==> src/rtl/sd_spi_cmd_if.sv <==
// Request/response handshake between the card controller (master) and the
// SD SPI command engine (slave).
interface sd_spi_cmd_if;
  logic        start;
  logic        init;
  logic        fast;
  logic [5:0]  cmd;
  logic [31:0] arg;
  logic [1:0]  resp_type;
  logic [39:0] response;
  logic        done;
  logic        busy;
  logic        timeout;

  modport master (
    output start, init, fast, cmd, arg, resp_type,
    input  response, done, busy, timeout
  );

  modport slave (
    input  start, init, fast, cmd, arg, resp_type,
    output response, done, busy, timeout
  );
endinterface

==> src/rtl/sd_spi_cmd.sv <==
// SD-card SPI-mode command engine: 48-bit command frames, R1/R1b/R3/R7 capture with timeouts.
// Define SD_SPI_CRC7_EN to compute the frame CRC7 in hardware instead of the fixed table.
module sd_spi_cmd #(
  parameter int CLK_DIV_SLOW   = 34,
  parameter int CLK_DIV_FAST   = 1,
  parameter int INIT_CLOCKS    = 80,
  parameter int TIMEOUT_CYCLES = 270000
) (
  input  logic        clk,
  input  logic        rst,
  sd_spi_cmd_if.slave host,
  input  logic        miso,
  output logic        mosi,
  output logic        sdclk,
  output logic        cs_n
);

  localparam int DIV_MAX = (CLK_DIV_SLOW > CLK_DIV_FAST) ? CLK_DIV_SLOW : CLK_DIV_FAST;
  localparam int DIV_W   = $clog2(DIV_MAX) + 1;
  localparam int CNT_MAX = (INIT_CLOCKS > 48) ? INIT_CLOCKS : 48;
  localparam int CNT_W   = $clog2(CNT_MAX + 1);
  localparam int TW      = $clog2(TIMEOUT_CYCLES + 1);

  typedef enum logic [2:0] {
    IDLE, INIT_CLK, SEND, WAIT_R, RECV, WAIT_BUSY, TRAIL
  } state_t;

  state_t            state, state_nxt;
  logic [DIV_W-1:0]  div_cnt, div_nxt, div_lim;
  logic              sdclk_nxt, cs_n_nxt, mosi_nxt;
  logic [47:0]       shreg, shreg_nxt;
  logic [CNT_W-1:0]  cnt, cnt_nxt, rx_len;
  logic [TW-1:0]     tmo, tmo_nxt;
  logic              fast_r, fast_nxt;
  logic [1:0]        rtype, rtype_nxt;
  logic              busy_r, busy_nxt;
  logic              done_r, done_nxt;
  logic              timeout_r, timeout_nxt;
  logic [39:0]       resp_r, resp_nxt;
  logic              strobe, rise, fall, tmo_hit;
  logic [39:0]       frame_head;
  logic [6:0]        crc;
  logic [47:0]       frame;

`ifdef SD_SPI_CRC7_EN
  function automatic logic [6:0] crc7(input logic [39:0] d);
    logic [6:0] c;
    logic       fb;
    c = '0;
    for (int i = 39; i >= 0; i--) begin
      fb = d[i] ^ c[6];
      c  = {c[5:0], 1'b0} ^ (fb ? 7'h09 : 7'h00);
    end
    return c;
  endfunction

  assign crc = crc7(frame_head);
`else
  assign crc = (host.cmd == 6'd0) ? 7'h4A :
               (host.cmd == 6'd8) ? 7'h43 : 7'h7F;
`endif

  assign frame_head = {2'b01, host.cmd, host.arg};
  assign frame      = {frame_head, crc, 1'b1};

  // sdclk toggles every DIV clk cycles; rise/fall mark the strobe that makes that edge.
  assign div_lim = fast_r ? DIV_W'(CLK_DIV_FAST - 1) : DIV_W'(CLK_DIV_SLOW - 1);
  assign strobe  = (state != IDLE) && (div_cnt == div_lim);
  assign rise    = strobe && !sdclk;
  assign fall    = strobe && sdclk;
  assign tmo_hit = (tmo == TW'(TIMEOUT_CYCLES - 1));
  assign rx_len  = (rtype == 2'd2) ? CNT_W'(40) : CNT_W'(8);

  always_ff @(posedge clk or negedge rst) begin
    if (!rst) begin
      state     <= IDLE;
      div_cnt   <= '0;
      sdclk     <= 1'b0;
      cs_n      <= 1'b1;
      mosi      <= 1'b1;
      shreg     <= '0;
      cnt       <= '0;
      tmo       <= '0;
      fast_r    <= 1'b0;
      rtype     <= 2'd0;
      busy_r    <= 1'b0;
      done_r    <= 1'b0;
      timeout_r <= 1'b0;
      resp_r    <= '0;
    end else begin
      state     <= state_nxt;
      div_cnt   <= div_nxt;
      sdclk     <= sdclk_nxt;
      cs_n      <= cs_n_nxt;
      mosi      <= mosi_nxt;
      shreg     <= shreg_nxt;
      cnt       <= cnt_nxt;
      tmo       <= tmo_nxt;
      fast_r    <= fast_nxt;
      rtype     <= rtype_nxt;
      busy_r    <= busy_nxt;
      done_r    <= done_nxt;
      timeout_r <= timeout_nxt;
      resp_r    <= resp_nxt;
    end
  end

  always_comb begin
    state_nxt   = state;
    div_nxt     = div_cnt;
    sdclk_nxt   = sdclk;
    cs_n_nxt    = cs_n;
    mosi_nxt    = mosi;
    shreg_nxt   = shreg;
    cnt_nxt     = cnt;
    tmo_nxt     = tmo;
    fast_nxt    = fast_r;
    rtype_nxt   = rtype;
    busy_nxt    = busy_r;
    done_nxt    = 1'b0;
    timeout_nxt = timeout_r;
    resp_nxt    = resp_r;

    if (state != IDLE) begin
      if (strobe) begin
        div_nxt   = '0;
        sdclk_nxt = ~sdclk;
      end else begin
        div_nxt = div_cnt + 1'b1;
      end
    end

    case (state)
      IDLE: begin
        div_nxt   = '0;
        sdclk_nxt = 1'b0;
        if (host.init) begin
          state_nxt   = INIT_CLK;
          busy_nxt    = 1'b1;
          fast_nxt    = host.fast;
          timeout_nxt = 1'b0;
          resp_nxt    = '0;
          cs_n_nxt    = 1'b1;
          mosi_nxt    = 1'b1;
          cnt_nxt     = '0;
        end else if (host.start) begin
          state_nxt   = SEND;
          busy_nxt    = 1'b1;
          fast_nxt    = host.fast;
          rtype_nxt   = host.resp_type;
          timeout_nxt = 1'b0;
          resp_nxt    = '0;
          cs_n_nxt    = 1'b0;
          mosi_nxt    = frame[47];
          shreg_nxt   = {frame[46:0], 1'b0};
          cnt_nxt     = '0;
        end
      end

      // Both bursts count rising edges and finish on the falling edge that closes the last pulse.
      INIT_CLK, TRAIL: begin
        cs_n_nxt = 1'b1;
        mosi_nxt = 1'b1;
        if (rise) cnt_nxt = cnt + 1'b1;
        if (fall && cnt == ((state == INIT_CLK) ? CNT_W'(INIT_CLOCKS) : CNT_W'(8))) begin
          state_nxt = IDLE;
          done_nxt  = 1'b1;
          busy_nxt  = 1'b0;
        end
      end

      SEND: begin
        if (fall) begin
          if (cnt == CNT_W'(47)) begin
            mosi_nxt  = 1'b1;
            cnt_nxt   = '0;
            tmo_nxt   = '0;
            state_nxt = (rtype == 2'd3) ? TRAIL : WAIT_R;
          end else begin
            mosi_nxt  = shreg[47];
            shreg_nxt = {shreg[46:0], 1'b0};
            cnt_nxt   = cnt + 1'b1;
          end
        end
      end

      WAIT_R: begin
        mosi_nxt = 1'b1;
        tmo_nxt  = tmo + 1'b1;
        if (rise && !miso) begin
          resp_nxt  = '0;
          cnt_nxt   = CNT_W'(1);
          state_nxt = RECV;
        end else if (tmo_hit) begin
          timeout_nxt = 1'b1;
          cnt_nxt     = '0;
          state_nxt   = TRAIL;
        end
      end

      RECV: begin
        if (rise) begin
          resp_nxt = {resp_r[38:0], miso};
          cnt_nxt  = cnt + 1'b1;
          if (cnt + 1'b1 == rx_len) begin
            cnt_nxt = '0;
            tmo_nxt = '0;
            state_nxt = (rtype == 2'd1) ? WAIT_BUSY : TRAIL;
          end
        end
      end

      WAIT_BUSY: begin
        tmo_nxt = tmo + 1'b1;
        if (rise && miso) begin
          cnt_nxt   = '0;
          state_nxt = TRAIL;
        end else if (tmo_hit) begin
          timeout_nxt = 1'b1;
          cnt_nxt     = '0;
          state_nxt   = TRAIL;
        end
      end

      default: state_nxt = IDLE;
    endcase
  end

  assign host.response = resp_r;
  assign host.done     = done_r;
  assign host.busy     = busy_r;
  assign host.timeout  = timeout_r;

endmodule
==> src/flat_wrapper.sv <==
// flat-port wrapper written by rule: the top's interface ports become plain ports
module sd_spi_cmd_flat 
#(
  parameter int CLK_DIV_SLOW   = 34,
  parameter int CLK_DIV_FAST   = 1,
  parameter int INIT_CLOCKS    = 80,
  parameter int TIMEOUT_CYCLES = 270000
)
  (clk, rst, miso, mosi, sdclk, cs_n, host_start, host_init, host_fast, host_cmd, host_arg, host_resp_type, host_response, host_done, host_busy, host_timeout);
  sd_spi_cmd_if host_i ();
  input  logic clk;
  input  logic rst;
  input  logic miso;
  output logic mosi;
  output logic sdclk;
  output logic cs_n;
  input wire logic [$bits(host_i.start)-1:0] host_start;
  input wire logic [$bits(host_i.init)-1:0] host_init;
  input wire logic [$bits(host_i.fast)-1:0] host_fast;
  input wire logic [$bits(host_i.cmd)-1:0] host_cmd;
  input wire logic [$bits(host_i.arg)-1:0] host_arg;
  input wire logic [$bits(host_i.resp_type)-1:0] host_resp_type;
  output wire logic [$bits(host_i.response)-1:0] host_response;
  output wire logic [$bits(host_i.done)-1:0] host_done;
  output wire logic [$bits(host_i.busy)-1:0] host_busy;
  output wire logic [$bits(host_i.timeout)-1:0] host_timeout;
  assign host_i.start = host_start;
  assign host_i.init = host_init;
  assign host_i.fast = host_fast;
  assign host_i.cmd = host_cmd;
  assign host_i.arg = host_arg;
  assign host_i.resp_type = host_resp_type;
  assign host_response = host_i.response;
  assign host_done = host_i.done;
  assign host_busy = host_i.busy;
  assign host_timeout = host_i.timeout;
  sd_spi_cmd #(.CLK_DIV_SLOW(CLK_DIV_SLOW), .CLK_DIV_FAST(CLK_DIV_FAST), .INIT_CLOCKS(INIT_CLOCKS), .TIMEOUT_CYCLES(TIMEOUT_CYCLES)) u_core (.clk(clk), .rst(rst), .host(host_i), .miso(miso), .mosi(mosi), .sdclk(sdclk), .cs_n(cs_n));
endmodule
==> config.mk <==
export PLATFORM = sky130hd
export DESIGN_NAME = sd_spi_cmd_flat
export DESIGN_NICKNAME = d
export VERILOG_FILES = /design/src/rtl/sd_spi_cmd_if.sv /design/src/rtl/sd_spi_cmd.sv /design/src/flat_wrapper.sv
export SDC_FILE = /design/constraint.sdc
export NUM_CORES = 1
export LEC_CHECK = 0
export CAP_MARGIN = 20
export CORE_MARGIN = 1.5
export CORE_UTILIZATION = 59
export CTS_CLUSTER_DIAMETER = 120
export CTS_CLUSTER_SIZE = 10
export DETAILED_ROUTE_END_ITERATION = 16
export PLACE_DENSITY = 0.85
export SYNTH_ARGS = -nofsm -noshare
export SYNTH_HDL_FRONTEND = slang
export SYNTH_SLANG_ARGS = --single-unit
==> constraint.sdc <==
create_clock -name clk -period 3.8 [get_ports clk]
set_input_delay 0.95 -clock clk [delete_from_list [all_inputs] [get_ports clk]]
set_output_delay 0.95 -clock clk [all_outputs]
set_load 0.005 [all_outputs]
==> flow_summary.json <==
{
  "avgSynthCellArea_sq_um": 9.36,
  "fin_skew_ns": 0.0101,
  "cp_cell_sequence": "or3b_4 -> a211oi_1 -> a21oi_1 -> o22ai_1 -> nand3_2 -> mux2_2",
  "dp_hpwl_mm": 10.5,
  "crit_end": "u_core.tmo[0]",
  "synth_flop_cell": "dfrtp_1",
  "post_cts_resized": 0,
  "grt_pass1_wl_mm": 26.0,
  "hold_viol": 0,
  "synthTopCellsByCount": "161 x nand2_1, 130 x dfrtp_1, 80 x o21ai_0, 39 x mux2i_1, 38 x nor2_1",
  "period_share_pct": 72.9,
  "cp-startpoint": "u_core.div_cnt[0]",
  "syn2layout_area_growth_pct": 23.2,
  "maxSlewHeadroom_pct": 34.9,
  "r2r_cells": 6,
  "antenna_found_initial": 0,
  "cts_made_buffers": 17,
  "coreArea_sq_mm": 0.0109,
  "fin_setup_tns_ns": 0,
  "initial_utilization_pct": 60.9,
  "finalMaxSlewViolations": 0,
  "wl_per_cell_um": 16.5,
  "timing.final.crit_period_ns": 2.77,
  "crit_slowest_cell": "a211oi_1",
  "cp-start-kind": "flip-flop",
  "timing.fmax_mhz": 361,
  "outcome": "completed",
  "drt_first_pass_iters": 5,
  "drive_gt1_share_pct": 8.22,
  "grt-ovfl-total": 0,
  "diodes": 0,
  "ys_seq_elements": 132,
  "clock_latency_ns": 0.42,
  "synth_cells": 712,
  "fin_util_pct": 75.1,
  "pwr_density_cell_mw_per_mm2": 673,
  "path_clk_slew_ns": 0.06,
  "hold_path.class": "flip-flop to flip-flop",
  "yosysWarnings": 0,
  "synth-async-reset-ratio_pct": 100,
  "synthesis.area_sq_mm": 0.00667,
  "rsz0062_at_grt": "no",
  "worst_slew_pin_slew_ns": 0.977,
  "vias": 5692,
  "ant_nets": 0,
  "cts_hold_buf": 0,
  "setup.worst_path.class": "flip-flop to flip-flop",
  "grt_pass1_vias": 5561,
  "drtIter0Drc": 592,
  "synth_area_leaders": "dfrtp_1 49%, nand2_1 9.1%, o21ai_0 6.0%",
  "cts_tree": "built",
  "synthDistinctLibCells": 65,
  "worst_ep_required_time_ns": 4.10,
  "rrSetupSlack_ns": 1.03,
  "cts_max_path_buffers": 2,
  "num-nets-final": 840,
  "h-tree-depth": 4,
  "worstReg2RegStart": "u_core.div_cnt[0]",
  "vdd_drop_max_v": 0.000483,
  "instances_no_fill": 943,
  "detail_route.vias_per_cell": 6.04,
  "fill_cells": 772,
  "grt_usage_pct": 28.2,
  "cp_max_fo": 19,
  "post_cts_buffers": 0,
  "synth.most_common_cell": "nand2_1",
  "crit_arrival_ns": 3.08,
  "port_buffers": 91,
  "rows": 38,
  "place_congestion": 0.841,
  "finalSetupViolCount": 0,
  "placed_cells": 911,
  "postSynthNetCount": 762,
  "root_buffer": "clkbuf_16",
  "max_stage_delay_ns": 0.65,
  "drc": 0,
  "grt_max_degree": 78,
  "ioPinCount": 92,
  "synth_seq_area_share_pct": 49.6,
  "crit_path_end_kind": "flip-flop",
  "dieArea_sq_mm": 0.0119,
  "max-cap-violations": 0,
  "die_width_um": 109,
  "synth-edff-count": 0,
  "netlist.area_leader.share_pct": 48.8,
  "wl_mm": 15.6,
  "r2r_end": "u_core.tmo[0]",
  "cts.sinks": 132,
  "fp.dieH_um": 109,
  "yosys.area.top_type": "dfrtp_1",
  "p_leak_nw": 3.60
}
==> registers in the layout (all words and copies together) (netlist names) <==
register	cells
u_core.cnt	7
u_core.cs_n	1
u_core.div_cnt	7
u_core.fast_r	1
u_core.host.busy	1
u_core.host.done	1
u_core.host.response	40
u_core.host.timeout	1
u_core.mosi	1
u_core.rtype	2
u_core.sdclk	1
u_core.shreg	47
u_core.state	3
u_core.tmo	19
==> per-stage QoR <==
stage	total power, mW	area (sq um)	worst slack (ns)	hold slack, ns
2_1_floorplan	3.48	6670	1.42	0.450
3_3_place_gp	3.85	7650	0.973	0.461
3_5_place_dp	3.95	7650	0.878	0.470
4_1_cts	5.53	8210	1.08	0.482
5_1_grt	5.88	8210	0.882	0.509
6_report	5.52	8210	1.03	0.479
==> how the worst min path moves through the flow <==
| stage | startpoint | endpoint | cells past startpoint |
|---|---|---|---|
| final | u_core.shreg[16] | u_core.shreg[16] | 2 |
| after global routing | u_core.shreg[16] | u_core.shreg[16] | 2 |
| after CTS | u_core.shreg[22] | u_core.shreg[22] | 2 |
| after detailed placement | u_core.shreg[22] | u_core.shreg[22] | 2 |
| after global placement | u_core.shreg[33] | u_core.shreg[33] | 2 |
| after floorplan | u_core.shreg[10] | u_core.shreg[10] | 2 |
==> cells in the final DEF, fill, tap and decap left out, types with 11 or more instances in the layout <==
cell,instances
dfrtp_1,130
nand3_1,14
o21ai_0,80
clkbuf_16,17
a21oi_1,11
a211o_1,13
clkdlybuf4s50_1,90
nand2_1,161
mux2i_1,39
and3_1,16
nor3_1,18
nor2_1,37
==> worst max-delay path: cells and delay by family, from the launching register on <==
| family | cells | cell delay (ns) |
|---|---|---|
| mux | 1 | 0.43 |
| flops | 1 | 0.42 |
| simple gates | 2 | 0.81 |
| compound gates | 3 | 0.98 |
==> final cells by class <==
class                      instances  area, sq um  share of cell area, %
clock buffer                      22          454                   5.53
clock inverter                    10          108                   1.31
inverter                          10         37.5                  0.457
multi-input combinational        529         3130                   38.1
sequential                       132         3310                   40.3
tap                              140          175                   2.13
timing repair buffer             100         1000                   12.2
==> routing by layer <==
layer | routed length, um | track usage, % | vias to the layer above
li1 | - | - | 2663
met2 | 7720 | 45.4 | 195
met4 | 434 | 13.1 | 0
met5 | 0 | 0 | -
met1 | 6520 | 35.7 | 2785
met3 | 898 | 7.23 | 49
==> power by group <==
part	switching (mW)	total [mW]	internal [mW]
logic	1.12	1.90	0.778
clock network	0.586	1.56	0.974
registers	0.325	2.07	1.74
==> cells by family after synthesis <==
group,synth area share (%)
AND/OR/NAND/NOR,21.8
AO/OA/AOI/OAI,16.1
flip-flops,49.6
buffers and inverters,3.74
multiplexers,6.87
XOR/XNOR,1.18
adder cells (fa/ha/maj),0.751
(Power assumes the default switching activity.)
==> patch (same flow settings) <==
Build with the macro `SD_SPI_CRC7_EN` defined.
--- a/src/rtl/sd_spi_cmd.sv
+++ b/src/rtl/sd_spi_cmd.sv
@@ -1,5 +1,7 @@
 // SD-card SPI-mode command engine: 48-bit command frames, R1/R1b/R3/R7 capture with timeouts.
 // Define SD_SPI_CRC7_EN to compute the frame CRC7 in hardware instead of the fixed table.
+`define SD_SPI_CRC7_EN
+
 module sd_spi_cmd #(
   parameter int CLK_DIV_SLOW   = 34,
   parameter int CLK_DIV_FAST   = 1,
Check against the original RTL: no difference found for any inputs over 10 cycles, from zero or initial values and one cycle with rst low; that may be too few to reach the edited logic, so the function may still have changed.
==> patch against the unedited design <==
Area after synthesis up 3.6%; power up 7.4%; die area up 3.5%; sequential cell count unchanged; clock power up 3%; register-to-register slack worse by 200 ps; worst setup slack worse by 400 ps; non-clock buffer count up 1; sequential share of layout area down 1.5 points; wire length up 2.3%; design area up 3.9%; largest cell class is now multi-input combinational cells; highest routed layer unchanged.
==> patch: results <==
metrics = {
    "run_status": {
        "status": "complete, no violations",
    },
    "worst_setup_path": {
        "ff2ff_path_depth": 7,
        "cpLargestDelayFamily": "XOR/XNOR gates",
        "crit_end": "u_core.shreg[5]",
        "cpPeakStageDelay_ps": 520,
        "crit_start": "host_cmd[1]",
        "slowest_stage": "clkdlybuf4s50_1",
        "arrival_ps": 3530,
        "cp_max_fo": 4,
        "r2r-end": "u_core.tmo[13]",
    },
    "cells_and_area": {
        "top_register": "u_core.shreg",
        "fin_nets": 822,
        "stdcell_count": 927,
        "drive_gt1_frac": 0.0727,
    },
    "grt": {
        "grtUsageTotal": 0.265,
        "grt_start_max_net_pins": 50,
        "grt_use_met1": 0.327,
        "grt_pass1_wl_um": 26500,
        "grt_pass1_vias": 5485,
        "met3_usage": 0.0672,
    },
    "placed_design": {
        "placed_cells": 896,
        "dp_hpwl_um": 10900,
        "gp_congestion": 0.872,
    },
    "timing": {
        "relSlewSlack": 0.323,
        "fin_skew_ps": 13.0,
    },
    "yosys": {
        "yosys_warnings": 0,
        "yosysSeqAreaShare": 0.479,
        "ys_types": 60,
        "syn_inst": 690,
        "synth_area_leaders": "dfrtp_1 (47%), o21ai_0 (6.5%), mux2i_1 (6.2%)",
        "synth.net_count": 740,
        "ys.flop_type": "dfrtp_1",
        "ys_top_cells_by_count": "dfrtp_1 (130), nand2_1 (100), o21ai_0 (89)",
    },
    "power_and_ir_drop": {
        "ir_worst_vdd_mv": 0.490,
        "power.leakage_nw": 3.74,
    },
    "routing": {
        "via_per_inst": 6.06,
        "dr.pass1.iters": 7,
        "drt-initial-drc-count": 437,
    },
    "worst_hold_path": {
        "worstHoldStart": "u_core.shreg[20]",
    },
}
patch: worst reg2reg max path, delay by kind of cell, from the launching register on:
kind | cells | cell delay, ps
compound gates | 4 | 1410
flops | 1 | 420
simple gates | 3 | 1020
patch: logic make-up after synthesis:
group           count (synthesis)  share of synthesized area
xor+xnor                       76                      0.116
fa+ha+maj                       4                    0.00725
flops                         132                      0.479
mux                            44                     0.0640
buf+inv                        46                     0.0277
compound gates                181                      0.172
simple gates                  207                      0.134
patch: per-stage QoR:
stage	util	setup WS (ps)	cell area, sq um	total power, mW
2_1_floorplan	-	1040	6910	3.72
3_3_place_gp	0.697	338	7960	4.19
3_5_place_dp	0.697	247	7960	4.30
4_1_cts	0.747	632	8530	5.93
5_1_grt	0.747	439	8530	6.30
6_report	0.747	626	8530	5.94
patch: how the worst min path moves through the flow:
stage | endpoint | slack, ps | cells after the start
after floorplan | u_core.tmo[18] | 440 | 1
after global placement | u_core.shreg[4] | 460 | 2
after detailed placement | u_core.shreg[38] | 470 | 2
after CTS | u_core.shreg[20] | 490 | 2
after global routing | u_core.tmo[18] | 520 | 1
final | u_core.shreg[20] | 480 | 2
patch: power breakdown:
group	leakage, nW	switching [mW]	internal (mW)
clock	0.282	0.587	1.01
sequential	1.75	0.268	1.74
combinational	1.71	1.37	0.961
total	3.74	2.23	3.71
patch: per-layer routing:
metal | up-vias | part of all wire
met4 | 0 | 0.028
met3 | 40 | 0.063
li1 | 2611 | -
met1 | 2749 | 0.41
met5 | - | 0
met2 | 216 | 0.49
patch: layout make-up:
class	count	area, sq um
flip-flops and latches	132	3310
multi-input cells	512	3430
clock inverters	9	104
clock buffers	22	474
inverters	8	30.0
repair buffers	101	1010
fillers	780	2880
well taps	143	179
